$ cat src/rtl/filter_switch_ctrl.sv
// Click-free filter select controller for the highpass/lowpass core: fades the core output to silence,
// swaps the core filter select with a one-clock sync clear, flushes muted samples, then fades back up.
module filter_switch_ctrl #(
  parameter int         RAMP_SHIFT    = 5,
  parameter int         FLUSH_SAMPLES = 4,
  parameter logic [1:0] RESET_SEL     = 2'd0
) (
  input  logic        clk,
  input  logic        reset_n,
  input  logic        sample_en,
  input  logic [1:0]  filterReq,
  input  logic [15:0] filtIn,
  output logic [1:0]  filter,
  output logic        core_clr,
  output logic [15:0] audioOut,
  output logic        busy
);

  localparam int GW = RAMP_SHIFT + 1;
  localparam int PW = 16 + RAMP_SHIFT + 2;
  localparam int CW = $clog2(FLUSH_SAMPLES + 1);

  localparam logic [GW-1:0] G_FULL   = GW'(1 << RAMP_SHIFT);
  localparam logic [GW-1:0] G_ONE    = GW'(1);
  localparam logic [GW-1:0] G_ZERO   = '0;
  localparam logic [CW-1:0] CNT_LOAD = CW'(FLUSH_SAMPLES);
  localparam logic [CW-1:0] CNT_ONE  = CW'(1);

  typedef enum logic [2:0] {
    ST_IDLE,
    ST_RAMP_DOWN,
    ST_SWITCH,
    ST_FLUSH,
    ST_RAMP_UP
  } state_t;

  state_t      state_reg, state_next;
  logic [GW-1:0] g_reg, g_next;
  logic [CW-1:0] cnt_reg, cnt_next;
  logic [1:0]  filter_reg, filter_next;
  logic        clr_reg, clr_next;
  logic [15:0] audio_reg, audio_next;
  logic        req_change;

  logic signed [PW-1:0] in_ext;
  logic signed [PW-1:0] g_ext;

  assign req_change = (filterReq != filter_reg);

  // Direction checks are evaluated before terminal counts so a reversal always wins.
  always_comb begin
    state_next  = state_reg;
    g_next      = g_reg;
    cnt_next    = cnt_reg;
    filter_next = filter_reg;
    clr_next    = 1'b0;
    case (state_reg)
      ST_IDLE: begin
        g_next = G_FULL;
        if (sample_en && req_change) begin
          state_next = ST_RAMP_DOWN;
        end
      end
      ST_RAMP_DOWN: begin
        if (sample_en) begin
          if (!req_change) begin
            state_next = ST_RAMP_UP;
          end else if (g_reg <= G_ONE) begin
            g_next     = G_ZERO;
            state_next = ST_SWITCH;
          end else begin
            g_next = g_reg - G_ONE;
          end
        end
      end
      ST_SWITCH: begin
        g_next      = G_ZERO;
        filter_next = filterReq;
        clr_next    = 1'b1;
        cnt_next    = CNT_LOAD;
        state_next  = ST_FLUSH;
      end
      ST_FLUSH: begin
        g_next = G_ZERO;
        if (sample_en) begin
          if (cnt_reg <= CNT_ONE) begin
            cnt_next   = '0;
            state_next = ST_RAMP_UP;
          end else begin
            cnt_next = cnt_reg - CNT_ONE;
          end
        end
      end
      ST_RAMP_UP: begin
        if (sample_en) begin
          if (req_change) begin
            state_next = ST_RAMP_DOWN;
          end else if (g_reg >= (G_FULL - G_ONE)) begin
            g_next     = G_FULL;
            state_next = ST_IDLE;
          end else begin
            g_next = g_reg + G_ONE;
          end
        end
      end
      default: begin
        state_next = ST_IDLE;
        g_next     = G_FULL;
      end
    endcase
  end

  // Gain applied is the value held before this strobe's update; full scale and zero skip the multiplier.
  always_comb begin
    in_ext     = {{(PW-16){filtIn[15]}}, filtIn};
    g_ext      = {{(PW-GW){1'b0}}, g_reg};
    audio_next = audio_reg;
    if (sample_en) begin
      if (g_reg == G_FULL) begin
        audio_next = filtIn;
      end else if (g_reg == G_ZERO) begin
        audio_next = '0;
      end else begin
        audio_next = 16'((in_ext * g_ext) >>> RAMP_SHIFT);
      end
    end
  end

  always_ff @(posedge clk or negedge reset_n) begin
    if (!reset_n) begin
      state_reg  <= ST_IDLE;
      g_reg      <= G_FULL;
      cnt_reg    <= '0;
      filter_reg <= RESET_SEL;
      clr_reg    <= 1'b0;
      audio_reg  <= '0;
    end else begin
      state_reg  <= state_next;
      g_reg      <= g_next;
      cnt_reg    <= cnt_next;
      filter_reg <= filter_next;
      clr_reg    <= clr_next;
      audio_reg  <= audio_next;
    end
  end

  assign filter   = filter_reg;
  assign core_clr = clr_reg;
  assign audioOut = audio_reg;
  assign busy     = (state_reg != ST_IDLE);

endmodule

$ cat config.mk
export PLATFORM = sky130hd
export DESIGN_NAME = filter_switch_ctrl
export DESIGN_NICKNAME = d
export VERILOG_FILES = /design/src/rtl/filter_switch_ctrl.sv
export SDC_FILE = /design/constraint.sdc
export NUM_CORES = 1
export LEC_CHECK = 0
export ABC_AREA = 1
export BUFFER_PORTS_ARGS = -buffer_cell sky130_fd_sc_hd__buf_2
export CORE_ASPECT_RATIO = 0.7
export CORE_UTILIZATION = 65
export DETAILED_ROUTE_END_ITERATION = 6
export GPL_TIMING_DRIVEN = 0
export PLACE_DENSITY = 0.85
export SYNTH_ARGS = -nofsm -noshare
export SYNTH_HDL_FRONTEND = slang
export SYNTH_SLANG_ARGS = --single-unit
$ cat constraint.sdc
create_clock -name clk -period 8.7 [get_ports clk]
set_input_delay 0 -clock clk [delete_from_list [all_inputs] [get_ports clk]]
set_output_delay 0 -clock clk [all_outputs]
set_load 0.01 [all_outputs]
==> flow_summary.ini, run 1 <==
[run_status]
run_status = finished, violations left
failed_checks = DRC

[clock_network]
tritoncts_clock_tree = built
cts.htree.levels = 2
clkSlewWorstSetupHoldPaths_ns = 0.05
clock-sinks = 31
cts_resized = 0
cts_setup_buffers = 0
maximum_buffer_depth_of_the_clock_tree = 2
hold_buffers = 3
cts_root_buffer = sky130_fd_sc_hd__clkbuf_16
clk_latency_ns = 0.28
cts_made_buffers = 5

[placed_design]
placement.io_buffers = 40
placement.cell_area_sq_mm = 0.00582
dpl.hpwl_mm = 11.3
gp_routability_congestion = 0.957

[job]
maxCapViolCount = 0

[yosys]
synth_top_family_by_area = adder cells
post_synth_fa_ha_maj_area_fraction_pct = 32.5
synth-edff-count = 0
yosysTopAreaCellShare_pct = 22.2
synth.area.top_cells = sky130_fd_sc_hd__fa_1, sky130_fd_sc_hd__dfrtp_1, sky130_fd_sc_hd__inv_1
post_synth_instance_area_sq_mm = 0.00550
synthesis.yosys.warnings = 0
synthesis.instances = 762
yosys_register_bits = 31
yosysUniqueCellTypes = 46
synth_simple_gate_area_share_pct = 24.9
xor_xnor_portion_of_the_synthesized_cell_area_pct = 2.21
synth_compound_area_share_pct = 11.3
postSynthAreaPerCell_sq_um = 7.21
synth_largest_area_cell = sky130_fd_sc_hd__fa_1
synth_fp_nets = 889
fraction_of_registers_with_async_set_or_reset_after_synthesis_pct = 100
ys.flop_type = sky130_fd_sc_hd__dfrtp_1
ys_seq_area_share_pct = 14.1
post_synth_mux_area_share_pct = 0

[power_and_ir_drop]
internal_power_mw = 0.915
power_frac_comb_pct = 76.5
power_per_cell_area_mw_per_mm2 = 334
power_switching_share_pct = 54.5
seqPwrFrac_pct = 13.2
static-leakage-power_nw = 3.68
net_load_switching_power_mw = 1.10
clkPwrFrac_pct = 10.3
vdd_drop_max_uv = 173

[sta]
post-route-period-util_pct = 60.2
setup-tns-final_ns = 0
final_period_minus_worst_setup_slack_ns = 5.23
timing_worst_slew_pin_value_ns = 0.716
unrepaired_setup_endpoints_after_global_routing = no
slew_headroom_pct = 52.3
timing.final.max_slew_violations = 0
hold_viol = 0
clock-skew-final_ns = 0.00652
finalSetupViolCount = 0
max_fclk_mhz = 191

[finish]
finish.net_count = 939
largest_register_ffs = 16
fill_cells = 638
post-route-cell-area_sq_mm = 0.00603
share_of_post_route_cells_with_drive_strength_above_1_pct = 13.9
diodes = 0
utilization_pct = 75.0
flow.area_growth_from_synthesis_pct = 9.65

[detailed_routing]
vias = 5050
ant_nets = 0
wl_per_cell_um = 15.6
detail_route.iter0.violations = 548
firstDrtPassIters = 7
final_routed_wirelength_across_all_metal_layers_mm = 14.3
route.detailed.vias_per_inst = 5.53
drc_errors = 3

[setup_path]
critPathLaunchType = register
critPathCaptureType = register
type_of_the_worst_setup_path = register to register
worstPathArrival_ns = 5.44
worst-path-max-fanout = 10
worstPathRequired_ns = 8.91

[floorplan]
floorplan.io_pins = 41
dieHeight_um = 78.9
core_region_area_sq_mm = 0.00804
start_util_pct = 68.4
die-area_sq_mm = 0.00884
die_w_um = 112
std_cell_rows = 27

[global_routing]
largest_net_degree_at_the_start_of_global_routing = 32
grt_pass1_wl_mm = 24.3
initial_antenna_violation_count = 0
top_usage_layer = met2
grt_met3_usage_pct = 5.95
track_usage_pct = 35.5
grt_remaining_overflow = 0
grt_pass1_vias = 4992
global_route.usage.met1_pct = 50.7
grt_use_met2_pct = 56.2

[min_path]
hp-class = input port to register
cell usage in the layout (no fill, tap or decap), drive strengths merged, types with 2 or more instances in the layout:
master	n
a21boi	6
inv	192
nor2	55
o22ai	3
dlygate4sd3	3
nand3b	2
xnor2	8
xor2	5
o21ai	33
o21bai	2
dfrtp	30
nand3	31
ha	45
buf	49
o21a	2
nor3	12
and2	2
clkbuf	15
fa	61
nand2	188
nand4	2
a21oi	58
cell usage after synthesis (9+ instances only):
library cell / number
sky130_fd_sc_hd__nor2_1: 52
sky130_fd_sc_hd__nand3_1: 22
sky130_fd_sc_hd__inv_1: 186
sky130_fd_sc_hd__ha_1: 45
sky130_fd_sc_hd__a21oi_1: 51
sky130_fd_sc_hd__nand2_1: 167
sky130_fd_sc_hd__nand3_2: 9
sky130_fd_sc_hd__dfrtp_1: 30
sky130_fd_sc_hd__o21ai_0: 22
sky130_fd_sc_hd__o21ai_1: 11
sky130_fd_sc_hd__fa_1: 61
sky130_fd_sc_hd__nand2_2: 17
path summary, 6_finish.rpt:
path / start / end / slack [ns] / cells after the start
min in group asynchronous: reset_n / g_reg[3] / 0.31 / 2
max in group asynchronous: reset_n / audioOut[12] / 7.92 / 2
worst max-delay path: g_reg[2] / audioOut[15] / 3.47 / 21
worst min register to register: audioOut[1] / audioOut[1] / 0.52 / 2
worst max register to register: g_reg[2] / audioOut[15] / 3.47 / 21
worst min-delay path: filtIn[0] / audioOut[0] / 0.13 / 3
power groups by stage:
| stage | logic (mW) | registers (mW) | clock network, mW |
|---|---|---|---|
| finish | 1.54 | 0.265 | 0.207 |
| CTS | 1.52 | 0.263 | 0.207 |
| detailed placement | 1.51 | 0.265 | 0 |
| floorplan | 1.14 | 0.275 | 0 |
| global placement | 1.46 | 0.261 | 0 |
| global route | 1.75 | 0.272 | 0.214 |
cell families after synthesis:
logic type                 after synthesis
adders and majority gates              106
buffers and inverters                  210
xor gates and xnor gates                13
and+or+nand+nor                        293
DFF                                     31
AOI/OAI and AO/OA                      109
worst max-delay path, cell delays in order, from the launching register on:
cell and delay [ns]:
sky130_fd_sc_hd__dfrtp_1 0.45, sky130_fd_sc_hd__buf_2 0.38, sky130_fd_sc_hd__clkbuf_1 0.57, sky130_fd_sc_hd__nand2_1 0.10
sky130_fd_sc_hd__inv_1 0.10, sky130_fd_sc_hd__fa_1 0.43, sky130_fd_sc_hd__fa_1 0.48, sky130_fd_sc_hd__fa_1 0.55
sky130_fd_sc_hd__inv_1 0.05, sky130_fd_sc_hd__fa_1 0.52, sky130_fd_sc_hd__inv_1 0.04, sky130_fd_sc_hd__ha_1 0.41
sky130_fd_sc_hd__nand2_1 0.14, sky130_fd_sc_hd__o21ai_0 0.32, sky130_fd_sc_hd__inv_1 0.08, sky130_fd_sc_hd__nand2_1 0.07
sky130_fd_sc_hd__nand2_1 0.05, sky130_fd_sc_hd__nand3_1 0.14, sky130_fd_sc_hd__inv_1 0.06, sky130_fd_sc_hd__nand2_1 0.05
sky130_fd_sc_hd__nand3_1 0.06, sky130_fd_sc_hd__a21oi_1 0.12
area by class of cell:
cell class | count | area, sq um | area share [%]
sequential | 31 | 777 | 12.9
timing repair buffer | 43 | 230 | 3.82
inverter | 192 | 721 | 12.0
buffer | 18 | 103 | 1.70
tap | 101 | 126 | 2.10
clock inverter | 2 | 35.0 | 0.581
multi-input combinational | 521 | 3900 | 64.7
clock buffer | 6 | 139 | 2.30
stage by stage:
stage / total power [mW] / hold WS (ns) / worst slack [ns] / instances
after floorplan: 1.41 / -0.296 / 4.35 / 762
after CTS: 1.99 / 0.125 / 3.52 / 914
after global routing: 2.23 / 0.151 / 3.22 / 914
final: 2.01 / 0.127 / 3.47 / 914
after global placement: 1.72 / 0.0763 / 3.63 / 903
after detailed placement: 1.77 / 0.0882 / 3.55 / 903
metal layers:
layer	vias to the layer above	wire length (um)
met5	-	0
met4	0	225
met3	21	1230
met2	215	6520
met1	2413	6290
li1	2401	-
No activity file was read; power rests on OpenSTA's default activity.
==> run 2: changes to the inputs <==
--- a/config.mk
+++ b/config.mk
@@ -8,10 +8,10 @@
 export ABC_AREA = 1
 export BUFFER_PORTS_ARGS = -buffer_cell sky130_fd_sc_hd__buf_2
 export CORE_ASPECT_RATIO = 0.7
-export CORE_UTILIZATION = 65
+export CORE_UTILIZATION = 63
 export DETAILED_ROUTE_END_ITERATION = 6
 export GPL_TIMING_DRIVEN = 0
-export PLACE_DENSITY = 0.85
+export PLACE_DENSITY = 0.83
 export SYNTH_ARGS = -nofsm -noshare
 export SYNTH_HDL_FRONTEND = slang
 export SYNTH_SLANG_ARGS = --single-unit
==> constraint.sdc (replaced) <==
create_clock -name clk -period 5.4 [get_ports clk]
set_input_delay 0 -clock clk [delete_from_list [all_inputs] [get_ports clk]]
set_output_delay 0 -clock clk [all_outputs]
set_load 0.01 [all_outputs]
==> run 2 against run 1 <==
  * The run now ends clean
  * Clock power grew 31%
  * Largest cell class unchanged
  * Clock-buffer cell count is the same
  * Combinational power grew 60%
  * Critical path depth shrank 1
  * Cell area shrank 0.27%
  * Worst setup slack lost 3.0 ns
  * Utilization shrank 3.8 points
  * Via count shrank 1.2%
  * Register-to-register slack lost 3.0 ns
  * Power grew 57%
  * Global-route usage shrank 1.8 points
  * Highest routed layer unchanged
  * Final cell count grew 1.9%
==> flow_summary.ini, run 2 (same netlist as run 1, synthesis figures left out) <==
[clock_network]
clkSlewWorstSetupHoldPaths_ns = 0.05
clock-sinks = 31
cts_made_buffers = 5
maximum_buffer_depth_of_the_clock_tree = 2
tritoncts_clock_tree = built
cts_resized = 0
cts.htree.levels = 2
clk_latency_ns = 0.28
cts_root_buffer = sky130_fd_sc_hd__clkbuf_16

[finish]
post-route-cell-area_sq_mm = 0.00601
finalNonFillerCells = 931
flow.area_growth_from_synthesis_pct = 9.35
finish.net_count = 937
share_of_post_route_cells_with_drive_strength_above_1_pct = 13.8
largest_register_ffs = 16
layout.cells.most_common_list = sky130_fd_sc_hd__inv_1, sky130_fd_sc_hd__nand2_1, sky130_fd_sc_hd__fa_1, sky130_fd_sc_hd__nor2_1, sky130_fd_sc_hd__a21oi_1
layout_commonest_cell = sky130_fd_sc_hd__inv_1
diodes = 0
utilization_pct = 71.2

[global_routing]
largest_net_degree_at_the_start_of_global_routing = 32
grt_pass1_vias = 5057
grt_pass1_wl_mm = 23.9
track_usage_pct = 33.7
grt_remaining_overflow = 0
initial_antenna_violation_count = 0

[floorplan]
die-area_sq_mm = 0.00911
std_cell_rows = 28
die_w_um = 114
dieHeight_um = 80.2
start_util_pct = 65.1
core_region_area_sq_mm = 0.00844
floorplan.io_pins = 41

[placed_design]
placed_cells_incl_taps = 922
dpl.hpwl_mm = 11.2
placement.io_buffers = 40
gp_routability_congestion = 0.903
placement.cell_area_sq_mm = 0.00585

[setup_path]
reg2reg_setup_slack_ns = 0.42
max_stage_delay_on_crit_path_ns = 0.56
setup.worst_path.start = g_reg[1]
critPathCaptureType = register
worstPathRequired_ns = 5.60
cp_top_family = adder cells
worstReg2RegEnd = audioOut[15]
critPathLaunchType = register
worst-path-max-fanout = 10
critPathBufInv = 6
crit_path_top_delay_cell = sky130_fd_sc_hd__fa_1
worst_r2r_startpoint = g_reg[1]
cp-endpoint = audioOut[15]
worstPathArrival_ns = 5.18
cp_cell_sequence = buf_2 > clkbuf_1 > nand2_1 > inv_1 > fa_1 > fa_1 > fa_1 > inv_1 > fa_1 > inv_1 > ha_1 > a21oi_1 > o21ai_0 > inv_1 > nand2_1 > nand2_1 > nand3_1 > nand2_1 > nand3_1 > a21oi_1
critical_path_cell_count = 20
ff2ff_path_depth = 20
type_of_the_worst_setup_path = register to register

[detailed_routing]
vias = 4990
route.detailed.vias_per_inst = 5.36
final_routed_wirelength_across_all_metal_layers_mm = 13.9
detail_route.iter0.violations = 374
ant_nets = 0
drc_errors = 0
firstDrtPassIters = 5
wl_per_cell_um = 14.9

[sta]
max_fclk_mhz = 201
post-route-period-util_pct = 92.2
timing_worst_slew_pin_value_ns = 0.707
final_period_minus_worst_setup_slack_ns = 4.98
clock-skew-final_ns = 0.00232
slew_headroom_pct = 52.9
timing.final.max_slew_violations = 0
finalSetupViolCount = 0
setup-tns-final_ns = 0
unrepaired_setup_endpoints_after_global_routing = no
hold_viol = 0

[power_and_ir_drop]
vdd_drop_max_uv = 279
power_per_cell_area_mw_per_mm2 = 527
static-leakage-power_nw = 3.66

[min_path]
hp-class = input port to register

[run_status]
run_status = finished, final reports clean

[job]
maxCapViolCount = 0
==> run 2: cell count changes in the layout (fill, tap and decap cells not counted) <==
cell / delta
sky130_fd_sc_hd__bufinv_16: -1
sky130_fd_sc_hd__clkbuf_1: -1
sky130_fd_sc_hd__clkbuf_8: -1
sky130_fd_sc_hd__clkinvlp_4: +1
==> run 2: power by group <==
| part | switching (mW) | total (mW) | internal [mW] | leakage (nW) |
|---|---|---|---|---|
| Sequential | 0.0829 | 0.426 | 0.343 | 0.377 |
| Combinational | 1.57 | 2.47 | 0.900 | 3.21 |
| Clock | 0.102 | 0.271 | 0.170 | 0.0669 |
==> run 2: area by class of cell <==
class	count	area [sq um]
clock buffer	6	129
sequential	31	777
fill	714	2430
buffer	16	95.1
tap	120	150
timing repair buffer	43	230
inverter	192	721
clock inverter	2	12.5
multi-input combinational	521	3900
==> run 2: worst register-to-register path: stages (launching register included) <==
cell	delay, ns
sky130_fd_sc_hd__dfrtp_1	0.34
sky130_fd_sc_hd__buf_2	0.27
sky130_fd_sc_hd__clkbuf_1	0.52
sky130_fd_sc_hd__nand2_1	0.11
sky130_fd_sc_hd__inv_1	0.09
sky130_fd_sc_hd__fa_1	0.42
sky130_fd_sc_hd__fa_1	0.48
sky130_fd_sc_hd__fa_1	0.56
sky130_fd_sc_hd__inv_1	0.06
sky130_fd_sc_hd__fa_1	0.53
sky130_fd_sc_hd__inv_1	0.04
sky130_fd_sc_hd__ha_1	0.34
sky130_fd_sc_hd__a21oi_1	0.33
sky130_fd_sc_hd__o21ai_0	0.20
sky130_fd_sc_hd__inv_1	0.09
sky130_fd_sc_hd__nand2_1	0.06
sky130_fd_sc_hd__nand2_1	0.06
sky130_fd_sc_hd__nand3_1	0.13
sky130_fd_sc_hd__nand2_1	0.10
sky130_fd_sc_hd__nand3_1	0.07
sky130_fd_sc_hd__a21oi_1	0.12
==> run 2: worst min-delay path by stage <==
stage	start	depth (start not counted)	slack (ns)	endpoint
after floorplan	reset_n	0	-0.30	audioOut[0]
after global placement	reset_n	1	0.08	filter[1]
after global routing	filtIn[15]	3	0.15	audioOut[15]
after detailed placement	reset_n	1	0.09	audioOut[1]
final	filtIn[15]	3	0.12	audioOut[15]
after CTS	filtIn[15]	3	0.12	audioOut[15]
==> run 2: stage by stage <==
stage / total power, mW / hold slack (ns) / setup slack, ns
after global placement: 2.77 / 0.0759 / 0.387
after detailed placement: 2.86 / 0.0858 / 0.325
after CTS: 3.16 / 0.117 / 0.301
after global routing: 3.53 / 0.153 / 0.157
after floorplan: 2.27 / -0.296 / 1.05
final: 3.17 / 0.118 / 0.422
==> run 2: per-layer routing <==
| metal | track usage, % | share of wire [%] | vias up |
|---|---|---|---|
| li1 | - | - | 2397 |
| met1 | 44.7 | 44 | 2370 |
| met2 | 57.9 | 46 | 203 |
| met3 | 5.74 | 8.3 | 20 |
| met4 | 7.63 | 1.3 | 0 |
| met5 | 0 | 0 | - |
==> run 2: timing repair <==
action	CTS	global route
setup endpoints to repair	0	2
hold buffers	3	0
hold endpoints to repair	32	0
setup buffers	0	0
